## config.mk

```make
export PLATFORM = sky130hd
export DESIGN_NAME = dmem_arbiter
export DESIGN_NICKNAME = d
export VERILOG_FILES = /design/src/rtl/dmem_arbiter_pkg.sv /design/src/rtl/dmem_arbiter_starve_cnt.sv /design/src/rtl/dmem_arbiter.sv
export SDC_FILE = /design/constraint.sdc
export NUM_CORES = 1
export LEC_CHECK = 0
export BUFFER_PORTS_ARGS = -buffer_cell sky130_fd_sc_hd__buf_2
export CAP_MARGIN = 20
export CORE_AREA = 4 4 118 120
export DETAILED_ROUTE_END_ITERATION = 8
export DIE_AREA = 0 0 122 124
export MAX_ROUTING_LAYER = met4
export PLACE_DENSITY = 0.45
export SETUP_SLACK_MARGIN = 0.05
export SLEW_MARGIN = 25
export SYNTH_ARGS = -nofsm -noshare
export SYNTH_HDL_FRONTEND = slang
export SYNTH_SLANG_ARGS = --single-unit
```

## constraint.sdc

```tcl
create_clock -name clk -period 2.4 [get_ports clk]
set_input_delay 0.36 -clock clk [delete_from_list [all_inputs] [get_ports clk]]
set_output_delay 0.36 -clock clk [all_outputs]
set_load 0.005 [all_outputs]
```

## src/rtl/dmem_arbiter_pkg.sv

```systemverilog
// Shared types for the data-memory arbiter: read-return ownership tracking
// and the width constants of the memory data path.
package dmem_arbiter_pkg;

    localparam int DATA_W = 32;
    localparam int WE_W   = 4;
    localparam int CNT_W  = 8;

    typedef enum logic [1:0] {
        RD_NONE = 2'd0,
        RD_CORE = 2'd1,
        RD_EXT  = 2'd2
    } rd_owner_t;

    // An access with no byte enables set is a read.
    function automatic logic is_read(input logic [WE_W-1:0] we);
        return (we == '0);
    endfunction

endpackage

```

## src/rtl/dmem_arbiter_starve_cnt.sv

```systemverilog
// Saturating count of consecutive denied ext cycles; raises force_ext once
// ext has waited STARVE_LIMIT cycles so it cannot be starved by the core.
module arb_starve_cnt
    import dmem_arbiter_pkg::*;
#(
    parameter int STARVE_LIMIT = 4
) (
    input  logic clk,
    input  logic rst,
    input  logic ext_req,
    input  logic ext_win,
    output logic force_ext
);

    localparam logic [CNT_W-1:0] LIMIT = CNT_W'(STARVE_LIMIT);

    logic [CNT_W-1:0] cnt;

    // Any grant or dropped request restarts the wait; saturate at the limit.
    always_ff @(posedge clk) begin
        if (rst || !ext_req || ext_win) begin
            cnt <= '0;
        end else if (cnt != LIMIT) begin
            cnt <= cnt + CNT_W'(1);
        end
    end

    assign force_ext = ext_req && (cnt == LIMIT);

endmodule

```

## src/rtl/dmem_arbiter.sv

```systemverilog
// Shares the single-port data memory between the core load/store unit and an
// external requester; the core has priority but ext gets a bounded wait.
module dmem_arbiter
    import dmem_arbiter_pkg::*;
#(
    parameter int STARVE_LIMIT = 4,
    parameter int AW           = 32
) (
    input  logic              clk,
    input  logic              rst,

    input  logic              core_req,
    input  logic [WE_W-1:0]   core_we,
    input  logic [AW-1:0]     core_addr,
    input  logic [DATA_W-1:0] core_wdata,
    output logic              core_stall,
    output logic              core_rvalid,
    output logic [DATA_W-1:0] core_rdata,

    input  logic              ext_req,
    input  logic [WE_W-1:0]   ext_we,
    input  logic [AW-1:0]     ext_addr,
    input  logic [DATA_W-1:0] ext_wdata,
    output logic              ext_gnt,
    output logic              ext_rvalid,
    output logic [DATA_W-1:0] ext_rdata,

    output logic [AW-1:0]     d_addr,
    output logic [WE_W-1:0]   d_we,
    output logic [DATA_W-1:0] d_wr_data,
    input  logic [DATA_W-1:0] d_rd_data
);

    logic      core_win;
    logic      ext_win;
    logic      force_ext;
    rd_owner_t rd_owner;
    rd_owner_t rd_owner_next;

    arb_starve_cnt #(
        .STARVE_LIMIT (STARVE_LIMIT)
    ) u_starve (
        .clk       (clk),
        .rst       (rst),
        .ext_req   (ext_req),
        .ext_win   (ext_win),
        .force_ext (force_ext)
    );

    always_comb begin
        core_win = core_req && !force_ext;
        ext_win  = ext_req && !core_win;
    end

    // With no winner the core fields still drive the pins, but writes are masked.
    always_comb begin
        d_addr    = core_addr;
        d_we      = '0;
        d_wr_data = core_wdata;
        if (core_win) begin
            d_we = core_we;
        end else if (ext_win) begin
            d_addr    = ext_addr;
            d_we      = ext_we;
            d_wr_data = ext_wdata;
        end
    end

    always_comb begin
        rd_owner_next = RD_NONE;
        if (core_win && is_read(core_we)) begin
            rd_owner_next = RD_CORE;
        end else if (ext_win && is_read(ext_we)) begin
            rd_owner_next = RD_EXT;
        end
    end

    // A read granted while rst is high must not return, so reset wins here.
    always_ff @(posedge clk) begin
        if (rst) begin
            rd_owner <= RD_NONE;
        end else begin
            rd_owner <= rd_owner_next;
        end
    end

    always_comb begin
        core_stall  = core_req && !core_win;
        ext_gnt     = ext_win;
        core_rvalid = (rd_owner == RD_CORE);
        ext_rvalid  = (rd_owner == RD_EXT);
        core_rdata  = d_rd_data;
        ext_rdata   = d_rd_data;
    end

endmodule

```

==> results.txt, run 1 <==
Max Clk Rate: 0.440 GHz
synth cell count leaders: buf_4 (64), mux2_4 (39), mux2_2 (20)
Worst Path Max Fanout: 13
Max-Cap Viols: 0
Mapped Nets: 372
worst min path class: in2reg
Die X: 122 um
Core Area: 0.0130 mm2
leakage: 1.68 nW
HP Start: rst
worst path required time: 2040 ps
Reg-to-Reg Start: u_starve.cnt[3]
Final Hold Viols: 0
GRT Total Usage: 9.13%
vias in the first global route: 1882
nets: 538
setup TNS: 0 ps
pin count of the biggest net entering global routing: 14
DP HPWL: 6840 um
CTS H-tree lvls: 1
initial antenna violation count: 1
residual DRC count: 0
Slew HR: 78.0%
RSZ-0062 raised after global routing: true
routability cong.: 0.854
outcome: completed
final WL: 8040 um
synthesis-stage register bit count: 10
crit path DAT: 1910 ps
fraction of registers with async set/reset: 0%
vias per cell: 3.66
row cnt: 42
Sink Count: 10
CP Capture Type: primary output
clock root cell: clkbuf_16
via count: 1977
Slew @ Worst Pin: 327 ps
sequential share of the synthesized area: 10.2%
Max VDD drop: 0.000196 V
clk_skew: 7.29 ps
leading cell type by number of instances after synthesis: buf_4
WL/cell: 14.9 um
CTS tree: built
Worst Setup Path Type: reg2out
worst-case hold slack: 357 ps
Pins Over Slew Limit: 0
number of CTS-inserted buffers: 3
top_reg_cell synth: dfxtp_1
Warnings, synthesis: 0
Critical Path Source: u_starve.cnt[3]
drt pass-1 iters: 4
clock-pin transition on the worst setup and hold timing paths: 40 ps
Cell variety after synth: 32
fraction of layout cells with a size suffix above 1: 83.7%
Avg Cell Area, Syn: 9.95 um2
cell area after synthesis: 0.00197 mm2
Die Y-Extent: 124 um
Starting DRT DRC Count: 30
first-pass GRT wire length: 10400 um
final setup vio count: 0
Worst Setup Start Kind: register
IO buf count: 211
Remaining Overflow, GRT: 0
Synth top area share: 29.7%
Worst-Skew Late Latency: 240 ps
Tcrit/Tclk final: 94.7%
Initial Utilization: 15.2%
Cell Pwr Density: 307 mW/mm2
CTS Buffer Depth: 2
Layout area overhead: 56.2%
I/O pins: 308
Mapped Cells: 198
cell taking the most area after synthesis: mux2_4
Post-synth EDFFs: 0
min Tclk post-route: 2270 ps
top post-synthesis cells by area: mux2_4 (30%), buf_4 (24%), mux2_2 (11%), dfxtp_1 (10%), buf_6 (2.9%)
full die area: 0.0151 mm2
Final ANT Viol Nets: 0
==> state kept, by name (all words and copies together), names as in the netlist <==
register and flops:
rd_owner 2, u_starve.cnt 8
==> cells in the final DEF, fill, tap and decap left out, drive strengths merged <==
master,count
nor3,2
nand3b,1
or4,2
mux2,64
nand4,1
nor2b,5
a22o,4
nor2,4
nand3,4
a211o,1
inv,4
and4,1
a21boi,1
or3,3
and2,1
ha,2
nor4b,1
o21ai,3
clkbuf,5
a31o,1
nor3b,1
buf,231
a21oi,5
xnor2,1
diode,1
nand2,3
xor2,1
dfxtp,10
nor4bb,1
==> per-layer routing <==
layer	wire length [um]	GRT usage [%]	vias to the layer above
li1	-	-	967
met5	0	-	-
met3	1030	2.95	10
met1	3030	10.9	867
met4	56	2.03	0
met2	3920	15.1	133
==> area by class of cell <==
class / instances / area (um2)
Sequential cell: 10 / 201
Inverter: 4 / 15.0
Clock buffer: 4 / 88.8
Timing Repair Buffer: 232 / 1310
Tap cell: 176 / 220
Multi-Input combinational cell: 113 / 1240
Fill cell: 1482 / 9900
Antenna cell: 1 / 2.50
==> metrics by stage <==
step           utilization [%]  setup slack [ps]  std cells  power, mW  area (um2)
2_1_floorplan                -               415        198      0.445        1970
3_3_place_gp              21.8               235        526      0.587        2830
3_5_place_dp              21.8               193        526      0.592        2830
4_1_cts                   23.3              15.2        535      0.950        3030
5_1_grt                   23.7              23.3        540       1.00        3080
6_report                  23.7               126        540      0.944        3080
==> power by group <==
part           internal (mW)  total (mW)  leakage [nW]  switching [mW]
sequential             0.168       0.168        0.0812        0.000496
clock                  0.251       0.330        0.0442          0.0792
combinational          0.291       0.446          1.55           0.155
==> worst max-delay path, cell delays in order, from the launching register on <==
cell      delay (ps)
dfxtp_1          380
nor4bb_4         410
a21oi_4          130
buf_12           170
buf_4            160
mux2_4           290
buf_2            130
==> kinds of logic (layout without fill, tap and decap cells) <==
logic type               count (synthesis)  after routing  share of synthesized area, %
XOR/XNOR                                 2              2                         0.890
multiplexers                            64             64                          44.0
buffers and inverters                   75            240                          28.5
AND/OR/NAND/NOR                         30             30                          10.0
other                                    0              1                             0
flip-flops                              10             10                          10.2
AO/OA/AOI/OAI                           15             15                          5.08
adder cells (fa/ha/maj)                  2              2                          1.27
==> final timing paths <==
check / endpoint / slack (ps) / depth (start not counted)
worst max-delay path: d_wr_data[7] / 130 / 6
worst min register to register: u_starve.cnt[0] / 530 / 2
worst min-delay path: rd_owner[0] / 360 / 2
worst max register to register: rd_owner[1] / 910 / 5
==> what timing repair did <==
item,4_1_cts,5_1_grt
pin swaps,1,2
cloned,2,1
hold buffers,0,0
endpoints found under the setup margin,29,61
buffers inserted,3,3
gates resized for setup,8,2
hold endpoints to repair,0,0
Power figures use the tool's default switching activity.
==> run 2, diff against run 1 <==
- ABC_AREA: unset -> 1
- CORE_AREA: 4 4 118 120 -> 4 4 119 121
- DIE_AREA: 0 0 122 124 -> 0 0 123 125
==> results.txt, run 2 <==
Synth top area share: 27.9%
last worst endpoint in the global-route repair_timing: d_wr_data[23]
Avg Cell Area, Syn: 5.41 um2
CTS Buffer Depth: 2
sequential share of the synthesized area: 9.97%
postcts setup bufs: 0
synthesized-area fraction occupied by adder cells: 1.25%
I/O pins: 308
Mapped Nets: 545
DP HPWL: 6730 um
cell area after synthesis: 0.00201 mm2
multiplexer area fraction after synthesis: 0%
Remaining Overflow, GRT: 0
number of CTS-inserted buffers: 3
simple-gate area share of the yosys netlist: 53.1%
first-pass GRT wire length: 11600 um
top post-synthesis cells by area: nand2_1 (28%), buf_4 (25%), nand3_1 (18%), dfxtp_1 (10%), nor2_1 (3.9%)
vias in the first global route: 2535
Die X: 123 um
Initial Utilization: 15.3%
row cnt: 42
Die Y-Extent: 125 um
Synth Area in Compound Gates: 0.498%
hold buffers post-CTS: 0
Failed at: 5_2_route
GRT Total Usage: 9.36%
Sink Count: 10
synth cell count leaders: nand2_1 (149), nand3_1 (73), buf_4 (68)
# resized after CTS: 0
Post-synth EDFFs: 0
post-placement cell count: 676
outcome: aborted with a tool error
fraction of registers with async set/reset: 0%
Mapped Cells: 371
CTS H-tree lvls: 1
top_reg_cell synth: dfxtp_1
Warnings, synthesis: 0
synthesis-stage register bit count: 10
clock root cell: clkbuf_16
largest family of logic cells by synthesized area: simple AND/OR/NAND/NOR gates
Post-Synth XOR/XNOR Area: 2.18%
Cell variety after synth: 22
pin count of the biggest net entering global routing: 62
Error: [ERROR DRT-0255] Maze Route cannot find path of net d_rd_data[8] in worker of routeBox ( 96600 0 ) ( 123000 48300 ).
leading cell type by number of instances after synthesis: nand2_1
IO buf count: 211
cell taking the most area after synthesis: nand2_1
routability cong.: 0.777
WEP type: top-level output
initial antenna violation count: 0
==> run 2: changes by cell type after synthesis, sizes merged, moves of 7 or more <==
cell / previous run / this run
nor2: 4 / 23
nand3: 4 / 74
mux2: 64 / 0
buf: 71 / 80
inv: 4 / 13
clkbuf: 0 / 7
nand2: 3 / 150
==> run 2: cell families after synthesis <==
family                     count (synthesis)
DFF                                       10
xor gates and xnor gates                   5
buffers and inverters                    100
adders and majority gates                  2
AOI/OAI and AO/OA                          2
and+or+nand+nor                          252
==> run 2: per-stage QoR <==
stage | worst slack [ps] | area (um2)
after global routing | 45.0 | 2940
after CTS | 56.2 | 2830
after detailed placement | 318 | 2740
after global placement | 362 | 2740
after floorplan | 646 | 2010
==> run 2: layer usage <==
layer and global-route usage [%]:
met5 -, met4 2.87, met3 2.12, met2 16.6
met1 10.3
==> run 3, diff against run 2 <==
- MAX_ROUTING_LAYER: met4 -> unset
- PLACE_DENSITY: 0.45 -> unset
- PLACE_DENSITY_LB_ADDON: unset -> 0.15
- SETUP_SLACK_MARGIN: 0.05 -> unset
==> results.txt, run 3 <==
Mapped Cells: 371
r2r endpoint: u_starve.cnt[0]
number of CTS-inserted buffers: 3
CP peak stage delay: 330 ps
Layout area overhead: 42.1%
top_reg_cell synth: dfxtp_1
Hold Crit Depth: 4
Avg Cell Area, Syn: 5.41 um2
Most common cell on crit path: nand2_1
Tcrit/Tclk final: 92.4%
leakage: 1.75 nW
row cnt: 42
Die X: 123 um
# resized after CTS: 0
setup TNS: 0 ps
CTS tree: built
clk_skew: 1.75 ps
final instance area: 0.00285 mm2
Max-Cap Viols: 0
area post-placement: 0.00278 mm2
fraction of layout cells with a size suffix above 1: 44.8%
CTS Buffer Depth: 2
Top Family by Delay on Critical Path: simple AND/OR/NAND/NOR gates
Post-synth EDFFs: 0
Core Area: 0.0131 mm2
I/O pins: 308
registers with the most flip-flops: u_starve.cnt x8, rd_owner x2
Die Y-Extent: 125 um
Final Hold Viols: 0
crit-path cells: inv_1, ha_1, nand3_2, nor2_4, nand2_1, nand2_2, buf_12, nand3_1, nand2_1, buf_2
Mapped Nets: 545
CP Capture Type: primary output
CTS H-tree lvls: 1
Largest Register: u_starve.cnt
synth cell count leaders: nand2_1 (149), nand3_1 (73), buf_4 (68)
fraction of registers with async set/reset: 0%
worst-case hold slack: 397 ps
post-placement cell count: 677
Largest register FFs: 8
Cell Pwr Density: 308 mW/mm2
top post-synthesis cells by area: nand2_1 (28%), buf_4 (25%), nand3_1 (18%), dfxtp_1 (10%), nor2_1 (3.9%)
full die area: 0.0154 mm2
pin count of the biggest net entering global routing: 48
HP Start: ext_we[1]
sequential share of the synthesized area: 9.97%
RSZ-0062 raised after global routing: false
drt pass-1 iters: 4
Max VDD drop: 0.000147 V
Reg-to-Reg Start: u_starve.cnt[0]
clock root cell: clkbuf_16
slowest CP cell: dfxtp_2
vias per cell: 3.99
crit path DAT: 1860 ps
final setup vio count: 0
worst min path class: in2reg
initial antenna violation count: 0
final WL: 9140 um
most common cell after layout, fill and taps aside: buf_2
DP HPWL: 7610 um
reg2reg path depth: 7
hold buffers post-CTS: 0
WL/cell: 13.4 um
Initial Utilization: 15.3%
Warnings, synthesis: 0
min Tclk post-route: 2220 ps
cell area after synthesis: 0.00201 mm2
IO buf count: 211
WP buf/inv: 3
worst path required time: 2040 ps
Pins Over Slew Limit: 0
Slew HR: 67.0%
cell taking the most area after synthesis: nand2_1
first-pass GRT wire length: 13800 um
vias in the first global route: 2750
Starting DRT DRC Count: 76
setup slack, reg-to-reg: 940 ps
Worst Setup Start Kind: register
Worst Path Max Fanout: 34
GRT Total Usage: 11.1%
leading cell type by number of instances after synthesis: nand2_1
via count: 2710
routability cong.: 0.820
Synth top area share: 27.9%
Critical Path Source: u_starve.cnt[0]
Sink Count: 10
postcts setup bufs: 0
Hold Path End: rd_owner[1]
residual DRC count: 0
Max Clk Rate: 0.451 GHz
Worst Setup Path Type: reg2out
highest-count cells in the layout ignoring fill and taps: buf_2 (211), nand2_1 (149), nand3_1 (73)
Worst-Skew Late Latency: 230 ps
Slew @ Worst Pin: 496 ps
synthesis-stage register bit count: 10
Cell variety after synth: 22
Remaining Overflow, GRT: 0
Final ANT Viol Nets: 0
clock-pin transition on the worst setup and hold timing paths: 40 ps
final std cells w/o fill: 680
total power: 0.878 mW
nets: 680
outcome: completed
ANT cells: 0
run 3: metal layers:
metal	share of wire (%)	vias up	GRT usage [%]
met2	48	152	20.0
met1	38	1166	12.3
met4	2.6	0	3.84
met3	12	27	3.03
met5	0	-	0
li1	-	1365	-
run 3: cell families (layout without fill, tap and decap cells):
| group | after synthesis | in the layout | synth area share (%) |
|---|---|---|---|
| AND/OR/NAND/NOR | 252 | 252 | 53.1 |
| buffers and inverters | 100 | 233 | 33.0 |
| flip-flops | 10 | 10 | 9.97 |
| XOR/XNOR | 5 | 5 | 2.18 |
| adder cells (fa/ha/maj) | 2 | 2 | 1.25 |
| AO/OA/AOI/OAI | 2 | 2 | 0.498 |
run 3: report_power, final:
group          internal, mW  total (mW)  leakage (nW)  switching [mW]
sequential            0.168       0.169        0.0811         0.00108
combinational         0.207       0.413          1.63           0.206
clock                 0.216       0.296        0.0370          0.0795
run 3: per-stage QoR:
step | util (%) | worst slack, ps
5_1_grt | 21.8 | 38.9
3_3_place_gp | 21.2 | 369
2_1_floorplan | - | 646
4_1_cts | 21.8 | 116
6_report | 21.8 | 182
3_5_place_dp | 21.2 | 370
run 3: cell type report:
type | count | area (um2)
clock buffer | 3 | 75.1
fill | 1549 | 10200
inverter | 13 | 48.8
multi-input combinational | 261 | 1160
sequential | 10 | 201
tap | 176 | 220
timing repair buffer | 217 | 1150
run 3: worst max path at each step:
stage / end / depth (start not counted)
floorplan: d_wr_data[12] / 9
global placement: d_wr_data[21] / 9
detailed placement: d_wr_data[21] / 9
CTS: d_wr_data[21] / 9
global route: d_wr_data[21] / 9
finish: d_addr[13] / 10
run 3: worst reg2reg max path: cells and delay by family, from the launching register on:
| family | cells | cell delay, ps |
|---|---|---|
| DFF | 1 | 330 |
| and+or+nand+nor | 5 | 770 |
| buffers and inverters | 1 | 60 |
| adders and majority gates | 1 | 180 |
